[config.mk]
export PLATFORM = sky130hd
export DESIGN_NAME = ifetch_flat
export DESIGN_NICKNAME = d
export VERILOG_FILES = /design/src/rtl/ifetch_pkg.sv /design/src/rtl/ifetch_if.sv /design/src/rtl/ifetch_fifo.sv /design/src/rtl/ifetch.sv /design/src/flat_wrapper.sv
export SDC_FILE = /design/constraint.sdc
export NUM_CORES = 1
export LEC_CHECK = 0
export ABC_AREA = 1
export CAP_MARGIN = 30
export CORE_ASPECT_RATIO = 1.4
export CORE_UTILIZATION = 57
export CTS_CLUSTER_DIAMETER = 150
export CTS_CLUSTER_SIZE = 8
export DETAILED_ROUTE_END_ITERATION = 12
export GPL_ROUTABILITY_DRIVEN = 1
export HOLD_SLACK_MARGIN = 0.15
export PLACE_DENSITY = 0.85
export SLEW_MARGIN = 10
export SYNTH_ARGS = -nofsm -noshare
export SYNTH_HDL_FRONTEND = slang
export SYNTH_SLANG_ARGS = --single-unit
[constraint.sdc]
create_clock -name i_clk -period 2.7 [get_ports i_clk]
set_input_delay 0.81 -clock i_clk [delete_from_list [all_inputs] [get_ports i_clk]]
set_output_delay 0.81 -clock i_clk [all_outputs]
set_load 0.005 [all_outputs]
[src/rtl/ifetch_pkg.sv]
// ifetch_pkg: shared types and constants for the instruction fetch stage.
//   fetch_state_t : fetch state machine encoding (FETCH_RUN, FETCH_HALT)
//   fetch_entry_t : one buffered {pc, instr} pair handed to decode
//   INSTR_W, XLEN : instruction and address widths
//   HALT_WORD     : instruction word that stops fetching
//   PC_STEP       : byte increment between sequential instructions
package ifetch_pkg;

    localparam int INSTR_W = 32;
    localparam int XLEN    = 32;

    localparam logic [INSTR_W-1:0] HALT_WORD = 32'h0000_0000;
    localparam logic [XLEN-1:0]    PC_STEP   = 32'd4;

    typedef enum logic {
        FETCH_RUN  = 1'b0,
        FETCH_HALT = 1'b1
    } fetch_state_t;

    typedef struct packed {
        logic [XLEN-1:0]    pc;
        logic [INSTR_W-1:0] instr;
    } fetch_entry_t;

endpackage

[src/rtl/ifetch_if.sv]
// ifetch_if: bundles the fetch stage's memory port, decode handshake,
// redirect input and status outputs. Signal names keep the fetch stage's
// point of view (o_ = driven by fetch, i_ = driven by the environment).
//   master : used by ifetch
//   slave  : used by the surrounding pipeline / memory model
interface ifetch_if;
    import ifetch_pkg::*;

    logic [XLEN-1:0]    o_imem_addr;
    logic [INSTR_W-1:0] i_imem_data;
    logic               o_valid;
    logic               i_ready;
    logic [INSTR_W-1:0] o_instr;
    logic [XLEN-1:0]    o_pc;
    logic               i_redirect;
    logic [XLEN-1:0]    i_redirect_pc;
    logic               o_halted;
    logic               o_misaligned;

    modport master (
        output o_imem_addr, o_valid, o_instr, o_pc, o_halted, o_misaligned,
        input  i_imem_data, i_ready, i_redirect, i_redirect_pc
    );

    modport slave (
        input  o_imem_addr, o_valid, o_instr, o_pc, o_halted, o_misaligned,
        output i_imem_data, i_ready, i_redirect, i_redirect_pc
    );

endinterface

[src/rtl/ifetch_fifo.sv]
// ifetch_fifo: 2-entry synchronous FIFO of {pc, instr} pairs.
//   i_clk, i_rst_n : clock and asynchronous active-low reset
//   i_push/i_data  : write an entry (caller guarantees space)
//   i_pop          : drop the head (caller guarantees non-empty)
//   i_clear        : flush all entries; overrides push and pop
//   o_head         : head entry, all zeros when empty
//   o_count        : number of stored entries (0..2)
module ifetch_fifo
    import ifetch_pkg::*;
(
    input  logic         i_clk,
    input  logic         i_rst_n,
    input  logic         i_push,
    input  logic         i_pop,
    input  logic         i_clear,
    input  fetch_entry_t i_data,
    output fetch_entry_t o_head,
    output logic [1:0]   o_count
);

    fetch_entry_t mem [2];
    logic         wr_ptr;
    logic         rd_ptr;
    logic [1:0]   count;

    // Storage and pointers. Clear wins over push/pop so a redirect never
    // leaves a stale entry behind.
    always_ff @(posedge i_clk or negedge i_rst_n) begin
        if (!i_rst_n) begin
            mem[0] <= '0;
            mem[1] <= '0;
            wr_ptr <= 1'b0;
            rd_ptr <= 1'b0;
            count  <= 2'd0;
        end else if (i_clear) begin
            wr_ptr <= 1'b0;
            rd_ptr <= 1'b0;
            count  <= 2'd0;
        end else begin
            if (i_push) begin
                mem[wr_ptr] <= i_data;
                wr_ptr      <= ~wr_ptr;
            end
            if (i_pop) begin
                rd_ptr <= ~rd_ptr;
            end
            count <= count + 2'(i_push) - 2'(i_pop);
        end
    end

    assign o_head  = (count != 2'd0) ? mem[rd_ptr] : '0;
    assign o_count = count;

endmodule

[src/rtl/ifetch.sv]
// ifetch: instruction fetch stage. Holds the pc, reads the combinational
// instruction memory every cycle, buffers {pc, instr} pairs in a 2-entry
// FIFO and hands them to decode over valid/ready. Redirects from execute
// flush the buffer and reload the pc; an all-zero word halts fetching.
//   i_clk, i_rst_n : clock and asynchronous active-low reset
//   bus            : ifetch_if.master (imem port, decode handshake,
//                    redirect, o_halted, o_misaligned)
//   RESET_PC       : pc loaded at reset (bits [1:0] must be 0)
// Optional feature macro: IFETCH_MISALIGN_TRAP_EN -- a misaligned redirect
// target halts fetch and raises o_misaligned instead of being aligned down.
module ifetch
    import ifetch_pkg::*;
#(
    parameter logic [XLEN-1:0] RESET_PC = 32'h0000_0000
) (
    input  logic      i_clk,
    input  logic      i_rst_n,
    ifetch_if.master  bus
);

    fetch_state_t state_q, state_d;
    logic [XLEN-1:0] pc_q, pc_d;

    fetch_entry_t head;
    fetch_entry_t push_entry;
    logic [1:0]   count;
    logic         valid;
    logic         pop;
    logic         has_space;
    logic         fetch;
    logic         push;

    assign valid = (count != 2'd0);
    assign pop   = valid && bus.i_ready;

    // A full buffer still has room when the head leaves this same cycle.
    assign has_space  = (count != 2'd2) || pop;
    assign fetch      = (state_q == FETCH_RUN) && !bus.i_redirect && has_space;
    assign push       = fetch && (bus.i_imem_data != HALT_WORD);
    assign push_entry = '{pc: pc_q, instr: bus.i_imem_data};

    ifetch_fifo u_fifo (
        .i_clk   (i_clk),
        .i_rst_n (i_rst_n),
        .i_push  (push),
        .i_pop   (pop),
        .i_clear (bus.i_redirect),
        .i_data  (push_entry),
        .o_head  (head),
        .o_count (count)
    );

`ifdef IFETCH_MISALIGN_TRAP_EN
    logic misaligned_q, misaligned_d;
    logic redirect_misaligned;

    assign redirect_misaligned = (bus.i_redirect_pc[1:0] != 2'b00);

    // Next-state logic with the misalignment trap: a redirect always loads
    // the raw target, and halts if it is not word aligned.
    always_comb begin
        state_d      = state_q;
        pc_d         = pc_q;
        misaligned_d = misaligned_q;
        if (bus.i_redirect) begin
            pc_d         = bus.i_redirect_pc;
            misaligned_d = redirect_misaligned;
            state_d      = redirect_misaligned ? FETCH_HALT : FETCH_RUN;
        end else if (fetch) begin
            if (push) begin
                pc_d = pc_q + PC_STEP;
            end else begin
                state_d = FETCH_HALT;
            end
        end
    end

    always_ff @(posedge i_clk or negedge i_rst_n) begin
        if (!i_rst_n) begin
            misaligned_q <= 1'b0;
        end else begin
            misaligned_q <= misaligned_d;
        end
    end

    assign bus.o_misaligned = misaligned_q;
`else
    // Next-state logic without the trap: redirect targets are forced onto a
    // word boundary and fetch always resumes.
    always_comb begin
        state_d = state_q;
        pc_d    = pc_q;
        if (bus.i_redirect) begin
            pc_d    = {bus.i_redirect_pc[XLEN-1:2], 2'b00};
            state_d = FETCH_RUN;
        end else if (fetch) begin
            if (push) begin
                pc_d = pc_q + PC_STEP;
            end else begin
                state_d = FETCH_HALT;
            end
        end
    end

    assign bus.o_misaligned = 1'b0;
`endif

    // State and pc registers.
    always_ff @(posedge i_clk or negedge i_rst_n) begin
        if (!i_rst_n) begin
            state_q <= FETCH_RUN;
            pc_q    <= RESET_PC;
        end else begin
            state_q <= state_d;
            pc_q    <= pc_d;
        end
    end

    assign bus.o_imem_addr = {2'b00, pc_q[XLEN-1:2]};
    assign bus.o_valid     = valid;
    assign bus.o_instr     = head.instr;
    assign bus.o_pc        = head.pc;
    assign bus.o_halted    = (state_q == FETCH_HALT);

endmodule

[src/flat_wrapper.sv]
// flat-port wrapper written by rule: the top's interface ports become plain ports
module ifetch_flat import ifetch_pkg::*;
#(
    parameter logic [XLEN-1:0] RESET_PC = 32'h0000_0000
)
  (i_clk, i_rst_n, bus_o_imem_addr, bus_o_valid, bus_o_instr, bus_o_pc, bus_o_halted, bus_o_misaligned, bus_i_imem_data, bus_i_ready, bus_i_redirect, bus_i_redirect_pc);
  ifetch_if bus_i ();
  input  logic i_clk;
  input  logic i_rst_n;
  output wire logic [$bits(bus_i.o_imem_addr)-1:0] bus_o_imem_addr;
  output wire logic [$bits(bus_i.o_valid)-1:0] bus_o_valid;
  output wire logic [$bits(bus_i.o_instr)-1:0] bus_o_instr;
  output wire logic [$bits(bus_i.o_pc)-1:0] bus_o_pc;
  output wire logic [$bits(bus_i.o_halted)-1:0] bus_o_halted;
  output wire logic [$bits(bus_i.o_misaligned)-1:0] bus_o_misaligned;
  input wire logic [$bits(bus_i.i_imem_data)-1:0] bus_i_imem_data;
  input wire logic [$bits(bus_i.i_ready)-1:0] bus_i_ready;
  input wire logic [$bits(bus_i.i_redirect)-1:0] bus_i_redirect;
  input wire logic [$bits(bus_i.i_redirect_pc)-1:0] bus_i_redirect_pc;
  assign bus_o_imem_addr = bus_i.o_imem_addr;
  assign bus_o_valid = bus_i.o_valid;
  assign bus_o_instr = bus_i.o_instr;
  assign bus_o_pc = bus_i.o_pc;
  assign bus_o_halted = bus_i.o_halted;
  assign bus_o_misaligned = bus_i.o_misaligned;
  assign bus_i.i_imem_data = bus_i_imem_data;
  assign bus_i.i_ready = bus_i_ready;
  assign bus_i.i_redirect = bus_i_redirect;
  assign bus_i.i_redirect_pc = bus_i_redirect_pc;
  ifetch #(.RESET_PC(RESET_PC)) u_core (.i_clk(i_clk), .i_rst_n(i_rst_n), .bus(bus_i));
endmodule
Word level (Yosys, flattened, before mapping) --
Index checks and enable logic that the tools add are counted.
Operators by class: $add $sub $neg 3, $lt $le $gt $ge 3, equal/unequal tests 2, multiplexer cells 18, bitwise gates (word level) 6, reduce and logical (&&, ||, !) cells 15
Operators by type and width (number):
- 64-bit two-way mux | 5
- 128-bit bitwise mux | 1
- 32-bit two-way mux | 3
- 64-bit demux with 1-bit select | 1
- 32-bit by 3-bit adder with 32-bit output (second input constant) | 1
- 32-bit nonzero test | 1
- 2-bit nonzero test | 4
- 1-bit two-way mux | 7
- 2-bit AND reduction | 3
- 1-bit logical AND | 5
- 2-bit >= comparator (second input constant) | 2
- 2-bit inequality test (second input constant) | 2
- 1-bit inverter | 4
- 1-bit inverter with 2-bit output | 2
- 2-bit by 1-bit adder with 2-bit output | 1
- 2-bit by 1-bit less-than comparator with 1-bit output (second input constant) | 1
- 2-bit two-way mux | 1
- 2-bit by 1-bit subtractor with 2-bit output | 1
- 1-bit logical NOT | 1
- 1-bit logical OR | 1
Storage, ports and cells: register bits 165, input port bits 68, output and inout port bits 99, word-level logic and storage cells 56

Longest topological paths before layout --
word-level depth 8, depth in mapped cells 11, mapped depth without buffers 11

Modules after synthesis --
A second synthesis with hierarchy kept.
Unflattened totals: cell total of the unflattened synthesis 1106, area, all modules 8605.8 µm²
Modules (own cells, without submodules):
- ifetch_fifo | instances 1, cells an instance 715, area each 6217.2 µm², sequential area each 3303.2 µm²
- ifetch | instances 1, cells an instance 391, area each 2388.5 µm², sequential area each 775.7 µm²

Least setup slack after synthesis --
No wires, ideal clock.
path kind input to register, from input port bus_i_redirect, to register u_core.u_fifo.count[1], in the netlist u_core.u_fifo.o_count[1], setup time 0.131 ns, data arrival time 2.037 ns, data required time 2.569 ns, slack 0.531 ns, cell stages on the path 11, path buffers 1, cell sequence buf_2 inv_4 nand2_1 inv_2 nand2_4 o21bai_4 ha_1 inv_1 ha_1 xor2_1 nor2_1
On the way: word-level cells in the longest chain between the ends 7
RTL lines:
- start, declared | line flat_wrapper.sv:18 | input wire logic [$bits(bus_i.i_redirect)-1:0] bus_i_redirect;
- 1-bit logical NOT | line ifetch.sv:38 | assign fetch = (state_q == FETCH_RUN) && !bus.i_redirect && has_space;
- 1-bit logical AND (2 in a row) | line ifetch.sv:38
- 1-bit logical AND | line ifetch.sv:39 | assign push = fetch && (bus.i_imem_data != HALT_WORD);
- 2-bit by 1-bit adder with 2-bit output | line ifetch_fifo.sv:47 | count <= count + 2'(i_push) - 2'(i_pop);
- 2-bit by 1-bit subtractor with 2-bit output | line ifetch_fifo.sv:47
- 2-bit two-way mux (*) | line ifetch_fifo.sv:35 | end else if (i_clear) begin
- end signal, assigned | line ifetch_fifo.sv:47
- end, declared | line ifetch_fifo.sv:24 | logic [1:0] count;
Mark *: on every way between the ends. The rest lies on a longest branch, timed or not. A chain may end at the register's enable or synchronous reset.

Worst setup path after layout --
from register u_core.u_fifo.rd_ptr, to output port bus_o_instr[31]
On the way: word-level cells in the longest chain between the ends 5
RTL lines:
- start, declared | line ifetch_fifo.sv:23 | logic rd_ptr;
- start signal, assigned | line ifetch_fifo.sv:45 | rd_ptr <= ~rd_ptr;
- 1-bit inverter with 2-bit output (implied by the code) | line ifetch_fifo.sv:51 | assign o_head = (count != 2'd0) ? mem[rd_ptr] : '0;
- 64-bit two-way mux (implied by the code) (3 in a row) | line ifetch_fifo.sv:51
- 64-bit two-way mux | line ifetch_fifo.sv:51
- end, declared | line flat_wrapper.sv:12 | output wire logic [$bits(bus_i.o_instr)-1:0] bus_o_instr;
Every way passes these cells. The select of a mux whose other input is x is not followed.

==> out/results.ini <==
[outcome]
status = completed

[setup_path]
crit_path_end_kind = primary output
crit_slowest_cell = clkdlybuf4s50_1
critPathMaxFanout = 9
slowest_delay_ns = 0.52
critPathKind = register to primary output
r2r-start = u_core.pc_q[9]
crit_chain = clkinv_4 > buf_12 > nand2_1 > a21oi_1 > clkdlybuf4s50_1
worstSetupStartpoint = u_core.u_fifo.rd_ptr
crit_arrival_ns = 1.87
worstPathRequired_ns = 1.89
critPathTopFamily = buffers and inverters
crit_path_start_kind = register
cp_num_buf_inv = 3

[final_layout]
layout_commonest_cell = nand2_1
areaGrowthSynthToFinish_pct = 33.4
nFillCells = 1005
final_cells = 1524
mostFrequentLayoutCells = nand2_1 (523), dfrtp_1 (158), clkdlybuf4s50_1 (99)
finalNetCount = 1393
diodes = 0
regArea_um2 = 3980
multi_input_comb_area_um2 = 3960
drive_gt1_share_pct = 13.3

[pwr]
ir_worst_vdd_mv = 0.457
p_per_area_nw_per_um2 = 921
p_comb_share_pct = 39.9
p_switching_mw = 3.86
p_leak_nw = 5.96
total_power_mw = 10.4
clkPwrFrac_pct = 22.7
sequentialPowerShare_pct = 37.5
power.internal_mw = 6.58
p_sw_share_pct = 37.0

[detailed_routing]
routedWlPerCell_um = 16.2
drt_iter0_drc = 791
detail-route-antenna-nets = 0
via_count = 8441
drc = 0
wl_um = 24600
first_pass_iters = 5
routed_via_density = 5.54

[placed_design]
port_buffers = 159
place_congestion = 0.870
placed_cells = 1482
dp_hpwl_um = 15600

[flow_run]
cap_viol_max_count = 0

[timing]
setup_viol = 0
drv_slew = 0
fin_crit_sh_pct = 99.2
hold_ws_ns = 0.349
fmax_ghz = 0.373
rsz0062_at_grt = true
fin_skew_ns = 0.0159
hold_violations = 0
fin_crit_ns = 2.68
worst_slew_pin_slew_ns = 0.537
slew_headroom_pct = 64.2

[clocking]
cts_made_buffers = 17
cts-hold-fix-buffers = 0
cts.sinks = 159
ctsLongestPathBuffers = 2
cts_tree = built
clk_latency_ns = 0.43
clk_pin_slew_worst_paths_ns = 0.06
cts_root_buf = clkbuf_16
htreeDepth = 4

[synth]
synthAdderAreaFrac_pct = 0.441
synth-async-reset-ratio_pct = 100
synthCells = 1146
synth_compound_area_share_pct = 10.7
synthesis.area_um2 = 8510
synth-xor-area-share_pct = 0.515
synthFlopType = dfrtp_1
synth.avg_cell_area_um2 = 7.43
yosysUniqueCellTypes = 32
synth_edf_count = 0
seq_area_frac_synth_pct = 46.8
synth_seq_cells = 159
synth-simple-area-share_pct = 33.9
ys_warn_count = 0
synth_top_family_by_area = simple AND/OR/NAND/NOR gates
muxShareOfSynthArea_pct = 0

[global_routing]
grt_pass1_wl_um = 39000
grt_max_degree = 55
grt_pass1_vias = 7997
overflow = 0
antenna_found_initial = 0
track_usage_pct = 32.1

[die]
chipHeight_um = 147
fp-row-count = 52
initial_utilization_pct = 58.6
fp.dieW_um = 105
die-area_um2 = 15400
io_pins = 167
core_area_um2 = 14500

[worst_hold_path]
hold_path_class = input port to async pin

-- worst register-to-register path, stage by stage, from the launching register on --
cell     delay, ns
dfrtp_1       0.45
nand2_1       0.13
nor2_1        0.33
nand2_1       0.12
nor2_1        0.37
nand2_1       0.10
nand3_1       0.10
nand2_1       0.06
nand2_1       0.06
o21ai_0       0.07
-- path summary, 6_finish.rpt --
check                                              to  slack (ns)  cells after the start
worst max-delay path                  bus_o_instr[31]        0.02                      5
worst min-delay path             u_core.u_fifo.mem[4]        0.35                      1
worst max register to register        u_core.pc_q[15]        0.77                      9
worst min register to register  u_core.u_fifo.mem[68]        0.47                      2
max in group asynchronous       u_core.u_fifo.mem[92]        1.73                      2
min in group i_clk              u_core.u_fifo.mem[68]        0.47                      2
-- cell usage after synthesis (2+ instances only) --
| cell | instances | area, µm² |
|---|---|---|
| nand2_1 | 523 | 1960 |
| xor2_1 | 4 | 35.0 |
| nand4_1 | 2 | 12.5 |
| buf_2 | 9 | 45.0 |
| ha_1 | 3 | 37.5 |
| inv_2 | 3 | 11.3 |
| nor2_2 | 3 | 18.8 |
| nand3_1 | 78 | 390 |
| nor2_4 | 2 | 22.5 |
| nor2_1 | 66 | 248 |
| or2_2 | 4 | 25.0 |
| buf_6 | 16 | 180 |
| dfrtp_1 | 159 | 3980 |
| buf_4 | 7 | 52.6 |
| a21oi_1 | 63 | 315 |
| buf_8 | 3 | 45.0 |
| inv_1 | 46 | 173 |
| nand2_2 | 19 | 119 |
| nand2_4 | 3 | 33.8 |
| o21ai_1 | 31 | 155 |
| nand3b_1 | 3 | 22.5 |
| o21ai_0 | 29 | 145 |
| clkbuf_1 | 30 | 113 |
| o21ai_2 | 32 | 280 |
-- kinds of logic (layout without fill, tap and decap cells) --
group                      count (synthesis)  count (layout)
other                                      1               5
DFF                                      159             159
and+or+nand+nor                          705             705
adders and majority gates                  3               3
AOI/OAI and AO/OA                        156             156
buffers and inverters                    117             302
xor gates and xnor gates                   5               5
-- routing by layer --
metal	global-route usage [%]	part of all wire, %
met2	54.8	51
met1	39.2	39
met3	4.06	6.0
met4	17.6	4.1
met5	0	0
-- metrics by stage --
step | TNS [ns] | cell area, µm² | util (%) | worst slack (ns)
final | 0 | 11300 | 78.2 | 0.0208
after global routing | -0.108 | 11300 | 78.2 | -0.0511
after CTS | -0.797 | 11100 | 76.5 | -0.0954
after detailed placement | -0.0476 | 10500 | 72.3 | -0.0476
after global placement | 0 | 10500 | 72.3 | 0.0138
after floorplan | 0 | 8520 | - | 0.531
-- state kept, by name, indices dropped and copies added (netlist names) --
register / count
u_core.pc_q: 30
u_core.u_fifo.rd_ptr: 1
u_core.u_fifo.wr_ptr: 1
u_core.u_fifo.mem: 124
u_core.u_fifo.o_count: 2
u_core.bus.o_halted: 1
-- cell type report --
| class | count | share of cell area (%) |
|---|---|---|
| inverters | 51 | 1.75 |
| flip-flops and latches | 159 | 35.1 |
| clock inverters | 12 | 1.18 |
| well taps | 189 | 2.08 |
| multi-input cells | 874 | 34.9 |
| repair buffers | 219 | 21.1 |
| clock buffers | 20 | 3.94 |
-- power groups by stage --
stage                     combinational (mW)  sequential [mW]  clock [mW]
after floorplan                         2.27             3.77           0
after global routing                    4.57             4.01        2.51
final                                   4.16             3.92        2.37
after CTS                               4.05             3.89        2.39
after global placement                  3.96             3.86           0
after detailed placement                4.04             3.91           0
-- timing repair --
action / CTS / global route
gates resized for setup: 38 / 43
setup buffers: 0 / 7
endpoints found under the setup margin: 57 / 38
gates cloned: 0 / 3
Note: power is estimated with default switching activity, not from simulation.
